--- config.mk ---
export PLATFORM = sky130hd
export DESIGN_NAME = lane_arbiter
export DESIGN_NICKNAME = d
export VERILOG_FILES = /design/src/rtl/lane_pkg.sv /design/src/rtl/rr_picker.sv /design/src/rtl/lane_arbiter.sv
export SDC_FILE = /design/constraint.sdc
export NUM_CORES = 1
export LEC_CHECK = 0
export CAP_MARGIN = 10
export CORE_MARGIN = 2
export CORE_UTILIZATION = 48
export CTS_BUF_LIST = sky130_fd_sc_hd__clkbuf_8 sky130_fd_sc_hd__clkbuf_16
export DETAILED_ROUTE_END_ITERATION = 12
export PLACE_DENSITY = 0.86
export REMOVE_ABC_BUFFERS = 1
export SYNTH_ARGS = -nofsm -noshare
export SYNTH_HDL_FRONTEND = slang
export SYNTH_HIERARCHICAL = 1
export SYNTH_SLANG_ARGS = --single-unit
--- constraint.sdc ---
create_clock -name clk_4f -period 5.31 [get_ports clk_4f]
set_input_delay 1.062 -clock clk_4f [delete_from_list [all_inputs] [get_ports clk_4f]]
set_output_delay 1.062 -clock clk_4f [all_outputs]
set_load 0.01 [all_outputs]
--- src/rtl/lane_pkg.sv ---
// Shared definitions for the lane arbiter family (TX mux / RX demux controllers):
// lane count, index widths, FSM state codes and a one-hot to index helper.
package lane_pkg;

    localparam int unsigned LANES   = 4;
    localparam int unsigned LANE_W  = 2;
    localparam int unsigned STATE_W = 3;
    localparam int unsigned COUNT_W = 16;

    typedef enum logic [STATE_W-1:0] {
        ST_RESET  = 3'd0,
        ST_INIT   = 3'd1,
        ST_IDLE   = 3'd2,
        ST_ACTIVE = 3'd3,
        ST_ERROR  = 3'd4
    } state_t;

    // Index of the set bit in a one-hot lane vector (0 when the vector is empty).
    function automatic logic [LANE_W-1:0] onehot_to_idx(input logic [LANES-1:0] onehot);
        logic [LANE_W-1:0] idx;
        idx = '0;
        for (int unsigned i = 0; i < LANES; i++) begin
            if (onehot[i]) begin
                idx = LANE_W'(i);
            end
        end
        return idx;
    endfunction

endpackage

--- src/rtl/rr_picker.sv ---
// Round-robin priority picker, purely combinational.
//   request : per-lane request bits
//   pointer : lane with highest priority this cycle
//   grant   : one-hot (or zero) grant, first requester at or after pointer
module rr_picker
    import lane_pkg::*;
(
    input  logic [LANES-1:0]  request,
    input  logic [LANE_W-1:0] pointer,
    output logic [LANES-1:0]  grant
);

    logic [LANE_W-1:0] idx;
    logic              found;

    // Walk the lanes starting at the pointer; the 2-bit index wraps naturally.
    always_comb begin
        grant = '0;
        found = 1'b0;
        idx   = '0;
        for (int unsigned i = 0; i < LANES; i++) begin
            idx = pointer + LANE_W'(i);
            if (!found && request[idx]) begin
                grant[idx] = 1'b1;
                found      = 1'b1;
            end
        end
    end

endmodule

--- src/rtl/lane_arbiter.sv ---
// Four-lane round-robin byte arbiter draining show-ahead FIFOs into one stream.
//   clk_4f, reset (sync, active-low)
//   init             : return to INIT and stop granting
//   fifo_empty/error : per-lane status; fifo_data0..3 lane head bytes
//   out_almost_full  : downstream backpressure, blocks grants
//   pop              : combinational one-hot pop in the grant cycle
//   data_out/lane_out/valid_out : registered granted byte, one cycle after pop
//   state, xfer_count, error_out : registered status
module lane_arbiter #(
    parameter int unsigned DATA_W = 8,
    parameter int unsigned LANES  = lane_pkg::LANES
) (
    input  logic                          clk_4f,
    input  logic                          reset,
    input  logic                          init,
    input  logic [LANES-1:0]              fifo_empty,
    input  logic [DATA_W-1:0]             fifo_data0,
    input  logic [DATA_W-1:0]             fifo_data1,
    input  logic [DATA_W-1:0]             fifo_data2,
    input  logic [DATA_W-1:0]             fifo_data3,
    input  logic [LANES-1:0]              fifo_error,
    input  logic                          out_almost_full,
    output logic [LANES-1:0]              pop,
    output logic [DATA_W-1:0]             data_out,
    output logic                          valid_out,
    output logic [lane_pkg::LANE_W-1:0]   lane_out,
    output logic [lane_pkg::STATE_W-1:0]  state,
    output logic [lane_pkg::COUNT_W-1:0]  xfer_count,
    output logic                          error_out
);

    import lane_pkg::*;

    state_t              state_q, state_d;
    logic [LANE_W-1:0]   ptr_q, ptr_d;
    logic [DATA_W-1:0]   data_q, data_d;
    logic [LANE_W-1:0]   lane_q, lane_d;
    logic                valid_q, valid_d;
    logic [COUNT_W-1:0]  count_q, count_d;
    logic                error_q, error_d;

    logic [LANES-1:0]    request;
    logic [LANES-1:0]    grant;
    logic [LANE_W-1:0]   grant_idx;
    logic                grant_en;
    logic                any_err;
    logic [DATA_W-1:0]   lane_data [LANES];

    assign lane_data[0] = fifo_data0;
    assign lane_data[1] = fifo_data1;
    assign lane_data[2] = fifo_data2;
    assign lane_data[3] = fifo_data3;

    assign request   = ~fifo_empty;
    assign any_err   = |fifo_error;
    assign grant_idx = onehot_to_idx(grant);

    // Grant only in a steady ACTIVE cycle: leaving ACTIVE (init/error) or
    // backpressure suppresses it, and reset low forces pop to zero.
    assign grant_en = reset && (state_q == ST_ACTIVE) && !init && !any_err
                      && !out_almost_full;

    rr_picker u_picker (
        .request (request),
        .pointer (ptr_q),
        .grant   (grant)
    );

    // State register.
    always_ff @(posedge clk_4f) begin
        if (!reset) begin
            state_q <= ST_RESET;
        end else begin
            state_q <= state_d;
        end
    end

    // Next-state logic; error outranks init, ERROR is left only through reset.
    always_comb begin
        state_d = state_q;
        case (state_q)
            ST_RESET: state_d = ST_INIT;
            ST_INIT: begin
                if (any_err)    state_d = ST_ERROR;
                else if (!init) state_d = ST_IDLE;
            end
            ST_IDLE: begin
                if (any_err)         state_d = ST_ERROR;
                else if (init)       state_d = ST_INIT;
                else if (|request)   state_d = ST_ACTIVE;
            end
            ST_ACTIVE: begin
                if (any_err)         state_d = ST_ERROR;
                else if (init)       state_d = ST_INIT;
                else if (&fifo_empty) state_d = ST_IDLE;
            end
            ST_ERROR: state_d = ST_ERROR;
            default:  state_d = ST_RESET;
        endcase
    end

    // Output logic: pop strobe and next values of the registered outputs.
    always_comb begin
        pop     = '0;
        data_d  = data_q;
        lane_d  = lane_q;
        valid_d = 1'b0;
        count_d = count_q;
        ptr_d   = ptr_q;
        error_d = (state_d == ST_ERROR);

        if (grant_en) begin
            pop = grant;
        end

        if (|pop) begin
            data_d  = lane_data[grant_idx];
            lane_d  = grant_idx;
            valid_d = 1'b1;
            count_d = count_q + COUNT_W'(1);
            ptr_d   = grant_idx + LANE_W'(1);
        end

        if (state_d == ST_INIT) begin
            ptr_d = '0;
        end
    end

    // Output and pointer registers.
    always_ff @(posedge clk_4f) begin
        if (!reset) begin
            ptr_q   <= '0;
            data_q  <= '0;
            lane_q  <= '0;
            valid_q <= 1'b0;
            count_q <= '0;
            error_q <= 1'b0;
        end else begin
            ptr_q   <= ptr_d;
            data_q  <= data_d;
            lane_q  <= lane_d;
            valid_q <= valid_d;
            count_q <= count_d;
            error_q <= error_d;
        end
    end

    assign state      = state_q;
    assign data_out   = data_q;
    assign lane_out   = lane_q;
    assign valid_out  = valid_q;
    assign xfer_count = count_q;
    assign error_out  = error_q;

endmodule

# Yosys cells after proc, flatten, opt, wreduce, memory -nomap -nowiden
# Cells that the tools add are included.
# classes
addsub,5
mul,0
n_div,0
magnitude_cmp,9
n_eq_ne,6
n_shift,0
n_mux,40
bitwise_logic,6
n_reduce_logical,23
# ops
cell,n
3-bit two-way mux,8
4-bit two-way mux,5
"16-bit by 1-bit adder with 16-bit output, second input constant",1
8-bit binary-select mux with 2-bit select,1
8-bit two-way mux,2
3-bit one-hot mux with 5 select lines,1
1-bit two-way mux,13
"2-bit by 3-bit < comparator with 1-bit output, second input constant",4
4-bit bitwise OR,3
4-bit OR reduction,3
1-bit logical AND,11
1-bit binary-select mux with 2-bit select,4
1-bit demux with 2-bit select,4
"2-bit by 1-bit greater-or-equal comparator with 1-bit output, second input constant",4
"3-bit by 1-bit equality test with 1-bit output, second input constant",2
"3-bit by 2-bit equality test with 1-bit output, second input constant",2
"3-bit equality test, second input constant",2
1-bit logical NOT,6
"2-bit by 1-bit adder with 2-bit output, second input constant",2
"2-bit adder, second input constant",2
2-bit two-way mux,2
4-bit NOT,1
4-bit AND reduction,1
"3-bit greater-or-equal comparator, second input constant",1
other kinds (4),4
# word_totals
ff_bits,33
latchBits,0
ramBits,0
romBits,0
inputBits,44
output_inout_bits,35
elab_cells,96
memories,0

# Logic depth before layout (Yosys ltp)
# depth
depth_word,20
depth_mapped,12
mapped_depth_nobuf,11

# Hierarchy
# The synthesis kept the hierarchy.
# by_module_without_submodules
mod,instances,cells_each,area_per_inst_um2,seq_area_each_um2
lane_arbiter,1,206,1725.4,660.6
rr_picker,1,36,337.8,0.0

# Least setup slack after synthesis
# No wires, ideal clock.
# synth_path
kind,input to output
startpoint,input port fifo_empty[3]
endpoint,output port pop[2]
arrival_time_ns,3.179
required_time_ns,4.248
path_slack_ns,1.069
cell_stages,9
n_path_buf,2
cell_sequence,inv_1 mux4_2 buf_6 nor4b_4 nand2_1 o211ai_1 clkinv_1 clkbuf_1 nor4_1
# synth_between
elab_chain_len,14
elab_cells_between_ends,26
classes_between,16 x mux; 4 x bitwise; 6 x reduce/logical
# synth_lines
item,line_no,text
start: declaration,lane_arbiter.sv:16,"input logic [LANES-1:0] fifo_empty,"
4-bit NOT (*),lane_arbiter.sv:54,assign request = ~fifo_empty;
1-bit binary-select mux with 2-bit select,rr_picker.sv:23,if (!found && request[idx]) begin
1-bit two-way mux (implied by the code),rr_picker.sv:23,
1-bit two-way mux,rr_picker.sv:23,
1-bit logical NOT,rr_picker.sv:23,
1-bit logical AND,rr_picker.sv:23,
1-bit two-way mux,rr_picker.sv:23,
1-bit logical NOT,rr_picker.sv:23,
1-bit logical AND,rr_picker.sv:23,
1-bit two-way mux,rr_picker.sv:23,
1-bit logical NOT,rr_picker.sv:23,
1-bit logical AND,rr_picker.sv:23,
4-bit two-way mux (*),rr_picker.sv:23,
net grant[2],lane_arbiter.sv:43,logic [LANES-1:0] grant;
4-bit two-way mux (*),lane_arbiter.sv:112,if (grant_en) begin
end: declaration,lane_arbiter.sv:23,"output logic [LANES-1:0] pop,"
# Mark *: on every way through the listed nets, which the timed path passes. The rest lies on a longest branch. The select of a mux whose other input is x is not followed.

# Worst setup path in the final report
# layout_path
startpoint,input port fifo_empty[3]
endpoint,output port pop[2]
# layout_between
elab_chain_len,14
elab_cells_between_ends,26
classes_between,16 x mux; 4 x bitwise; 6 x reduce/logical
# layout_lines
item,line_no,text
4-bit NOT (*),lane_arbiter.sv:54,
net request[3],lane_arbiter.sv:42,logic [LANES-1:0] request;
1-bit binary-select mux with 2-bit select,rr_picker.sv:23,
1-bit two-way mux (implied by the code),rr_picker.sv:23,
1-bit two-way mux,rr_picker.sv:23,
1-bit logical NOT,rr_picker.sv:23,
1-bit logical AND,rr_picker.sv:23,
1-bit two-way mux,rr_picker.sv:23,
1-bit logical NOT,rr_picker.sv:23,
1-bit logical AND,rr_picker.sv:23,
1-bit two-way mux,rr_picker.sv:23,
1-bit logical NOT,rr_picker.sv:23,
1-bit logical AND,rr_picker.sv:23,
4-bit two-way mux (*),rr_picker.sv:23,
net grant[2],lane_arbiter.sv:43,
4-bit two-way mux (*),lane_arbiter.sv:112,
# Marks and branches as above.

==> summary.txt <==
Cells and area
  • Filler Cell Count: 324
  • Final instance area: 3010 um^2
  • Layout net count: 372
  • Most used cells in the layout excluding fill and tap cells: sky130_fd_sc_hd__clkdlybuf4s50_1, sky130_fd_sc_hd__dfxtp_1, sky130_fd_sc_hd__nand2_1, sky130_fd_sc_hd__a21oi_1, sky130_fd_sc_hd__o21ai_0
  • Final cell utilization of the core: 74.2%
  • Most common cell after layout, fill and taps aside: sky130_fd_sc_hd__clkdlybuf4s50_1
  • Antenna fix cells: 0
  • Final Non-Filler Cells: 372
  • P&R area growth vs syn: 45.8%
  • Layout cells sized above 1: 7.76%

Worst setup path
  • Type of origin of the critical path: primary input
  • Data required, critical path: 4.25 ns
  • Reg2Reg Depth: 12
  • Worst r2r dst: xfer_count[2]
  • Critical Path End: pop[2]
  • Launch point of the worst reg-to-reg path: ptr_q[0]
  • Launch point of the critical path: fifo_empty[3]
  • CP Data Arrival Time: 3.91 ns
  • Worst-path cell with the longest stage delay: sky130_fd_sc_hd__mux4_2
  • CP peak stage delay: 0.60 ns
  • Cells along the critical path: clkdlybuf4s50_1 -> inv_1 -> mux4_2 -> nor4b_4 -> nand2_1 -> o211ai_1 -> clkinv_1 -> nor4_1 -> clkdlybuf4s50_1
  • Setup slack of the worst register-to-register path: 1.34 ns
  • Largest fanout of any net on the critical path: 10
  • Cell repeated most along the worst path: sky130_fd_sc_hd__clkdlybuf4s50_1
  • Endpoint kind of the worst setup timing path: primary output
  • Critical path type: primary input to primary output

Flow run
  • Total of max-cap violations: 0

Clocking
  • CTS clk-pin slew, worst paths: 0.07 ns
  • H-tree levels: 2
  • CTS buffer count: 5
  • Number of buffers inserted for hold repair after clock tree synthesis: 0
  • CTS tree: yes
  • Longest Clk Path Bufs: 2
  • Post-CTS Repair Setup Buffers: 0
  • Clk Latency, worst-skew pair: 0.28 ns
  • Number of clock sinks: 33
  • Root buf cell: sky130_fd_sc_hd__clkbuf_8
  • Quantity of gates resized following cts: 0

Global routing
  • Number of antenna violations at the first check in global routing: 0
  • Via count of the first global-routing pass: 2040
  • Overall track demand over capacity in global routing: 22.4%
  • Overflow after GRT: 0
  • First-pass GRT wire length: 9.09 mm
  • Pin count of the biggest net entering global routing: 32

Die
  • Area enclosed by the die boundary: 4840 um^2
  • Floorplan core area: 4060 um^2
  • Number of rows created at floorplan: 23
  • Total I/O pin count: 79
  • Starting utilization of the core area: 50.8%
  • DIE WIDTH: 69.6 um
  • Die height: 69.6 um

Timing
  • Ratio of final minimum period to clock period: 93.6%
  • Relative slew slack: 59.3%
  • Post-layout minimum cycle time: 4.97 ns
  • Unrepaired setup endpoints after global routing: no
  • Sum of negative setup slack: 0 ns
  • Endpoints failing hold: 0
  • Achievable frequency: 0.201 GHz
  • Endpoints failing setup: 0
  • Setup Skew: 0.00729 ns
  • Slack of the critical path: 0.338 ns
  • Slew @ Worst Pin: 0.609 ns
  • Total count of max-transition violations in the final report: 0
  • Hold_ws: 0.480 ns

Routing
  • Post-route met1 wirelength: 2.34 mm
  • Top metal layer carrying routed signals: met4
  • Detail-routed net length per standard cell: 14.6 um
  • Routed vias/inst: 5.67
  • TritonRoute pass-1 iters: 4
  • DRT iter0 DRCs: 135
  • Routed wire length on met3: 375 um
  • Met2 wire length: 2.70 mm
  • Drc violations: 0
  • Post-detailed-route count of antenna-violating nets: 0
  • Overall routed net length: 5.43 mm
  • Vias: 2109

Placed design
  • Placement-stage worst setup slack: 0.357 ns
  • Hpwl dp: 4.17 mm
  • Global placer's final weighted congestion: 0.852
  • Input/output buffers: 78
  • DP Area: 2890 um^2
  • Placed instance count: 364

Outcome
  • Status: finished, final reports clean

Synthesis
  • Count of flip-flops with a built-in enable after synthesis: 0
  • Average cell area after synthesis: 8.53 um^2
  • Sequential-to-total area share from yosys stat: 32.0%
  • Post-synthesis cell count: 242
  • Synthesized area: 2060 um^2
  • Unique masters post-synth: 44
  • Most instantiated flip-flop cell in the synthesis netlist: sky130_fd_sc_hd__dfxtp_1
  • Async S/R FF share, synth: 0%
  • Synthesis warning total: 6
  • Number of register bits inferred by synthesis: 33

Power and ir drop
  • Fraction of power consumed by the clock network: 40.9%
  • Net Switching: 0.130 mW
  • Leakage power: 1.11 nW
  • Sum of internal, switching and leakage power: 0.587 mW
  • Proportion of power drawn by flip-flops and latches: 43.2%
  • Cell Pwr Density: 195 nW/um^2
  • P_int: 0.456 mW
  • Sw frac: 22.2%
  • Relative contribution of combinational cells to total power: 15.9%
  • Max VDD drop: 0.000151 V

Min path
  • Cells on Worst Hold Path: 2
  • Worst hold-check path type: flip-flop to flip-flop
-- worst min path at each step --
stage	from	end	slack (ns)
after detailed placement	lane_out[1]	lane_out[1]	0.47
after CTS	lane_out[1]	lane_out[1]	0.48
final	lane_out[1]	lane_out[1]	0.48
after global placement	lane_out[1]	lane_out[1]	0.47
after global routing	xfer_count[15]	xfer_count[15]	0.52
after floorplan	lane_out[1]	lane_out[1]	0.49
-- worst max-delay path, delay by kind of cell --
kind / cells / cell delay [ns]
multiplexers: 1 / 0.60
AO/OA/AOI/OAI: 1 / 0.16
buffers and inverters: 4 / 1.28
AND/OR/NAND/NOR: 3 / 0.80
-- flip-flops by register name (all words and copies together), names as in the netlist --
register	flops
xfer_count	16
data_out	8
state	3
lane_out	2
ptr_q	2
error_out	1
valid_out	1
-- kinds of logic after synthesis --
family | Yosys count | synth area share (%)
flops | 33 | 32.0
mux | 14 | 9.58
buf+inv | 25 | 5.22
xor+xnor | 1 | 0.425
simple gates | 80 | 23.9
fa+ha+maj | 7 | 4.24
compound gates | 82 | 24.6
-- Yosys cell counts (2+ instances only) --
library cell                n  area share [%]
sky130_fd_sc_hd__a21boi_0   8             2.9
sky130_fd_sc_hd__a21boi_1   6             2.2
sky130_fd_sc_hd__a21o_2     4             1.7
sky130_fd_sc_hd__a21oi_1   27             6.5
sky130_fd_sc_hd__and2_1     5             1.5
sky130_fd_sc_hd__and3_1     2            0.61
sky130_fd_sc_hd__and4_1     2            0.85
sky130_fd_sc_hd__buf_2      2            0.49
sky130_fd_sc_hd__clkbuf_1   7             1.3
sky130_fd_sc_hd__clkinv_1   2            0.36
sky130_fd_sc_hd__dfxtp_1   33              32
sky130_fd_sc_hd__ha_1       7             4.2
sky130_fd_sc_hd__inv_1     11             2.0
sky130_fd_sc_hd__mux2i_1   10             4.9
sky130_fd_sc_hd__mux4_1     2             2.5
sky130_fd_sc_hd__mux4_2     2             2.2
sky130_fd_sc_hd__nand2_1   27             4.9
sky130_fd_sc_hd__nand3_1    5             1.2
sky130_fd_sc_hd__nand4_1    6             1.8
sky130_fd_sc_hd__nor2_1     2            0.36
sky130_fd_sc_hd__nor2b_1    2            0.61
sky130_fd_sc_hd__nor3_1     2            0.49
sky130_fd_sc_hd__nor4_1     2            0.61
sky130_fd_sc_hd__o211ai_1  13             4.7
sky130_fd_sc_hd__o21ai_0   18             4.4
sky130_fd_sc_hd__o31ai_1    5             1.8
sky130_fd_sc_hd__or3_1      7             2.1
sky130_fd_sc_hd__or4_1      7             2.5
-- cell type report --
cell class | count | area [um^2] | share of cell area [%]
Clock inverter | 2 | 33.8 | 1.12
Tap cell | 50 | 62.6 | 2.08
Timing Repair Buffer | 84 | 826 | 27.4
Inverter | 13 | 48.8 | 1.62
Clock buffer | 6 | 82.6 | 2.74
Sequential cell | 33 | 661 | 22.0
Multi-Input combinational cell | 184 | 1290 | 43.0
-- per-layer routing --
| layer | up-vias | GRT usage [%] |
|---|---|---|
| met4 | 0 | 3.05 |
| met3 | 2 | 6.10 |
| met5 | - | 0 |
| met1 | 978 | 26.9 |
| li1 | 1062 | - |
| met2 | 67 | 40.7 |
-- power by group through the flow --
stage               Sequential (mW)  Clock (mW)  Combinational [mW]
floorplan                     0.260           0              0.0389
global placement              0.259           0              0.0917
detailed placement            0.259           0              0.0932
CTS                           0.253       0.241              0.0938
global route                  0.254       0.252               0.101
finish                        0.253       0.240              0.0935
Note: power is estimated with default switching activity, not from simulation.
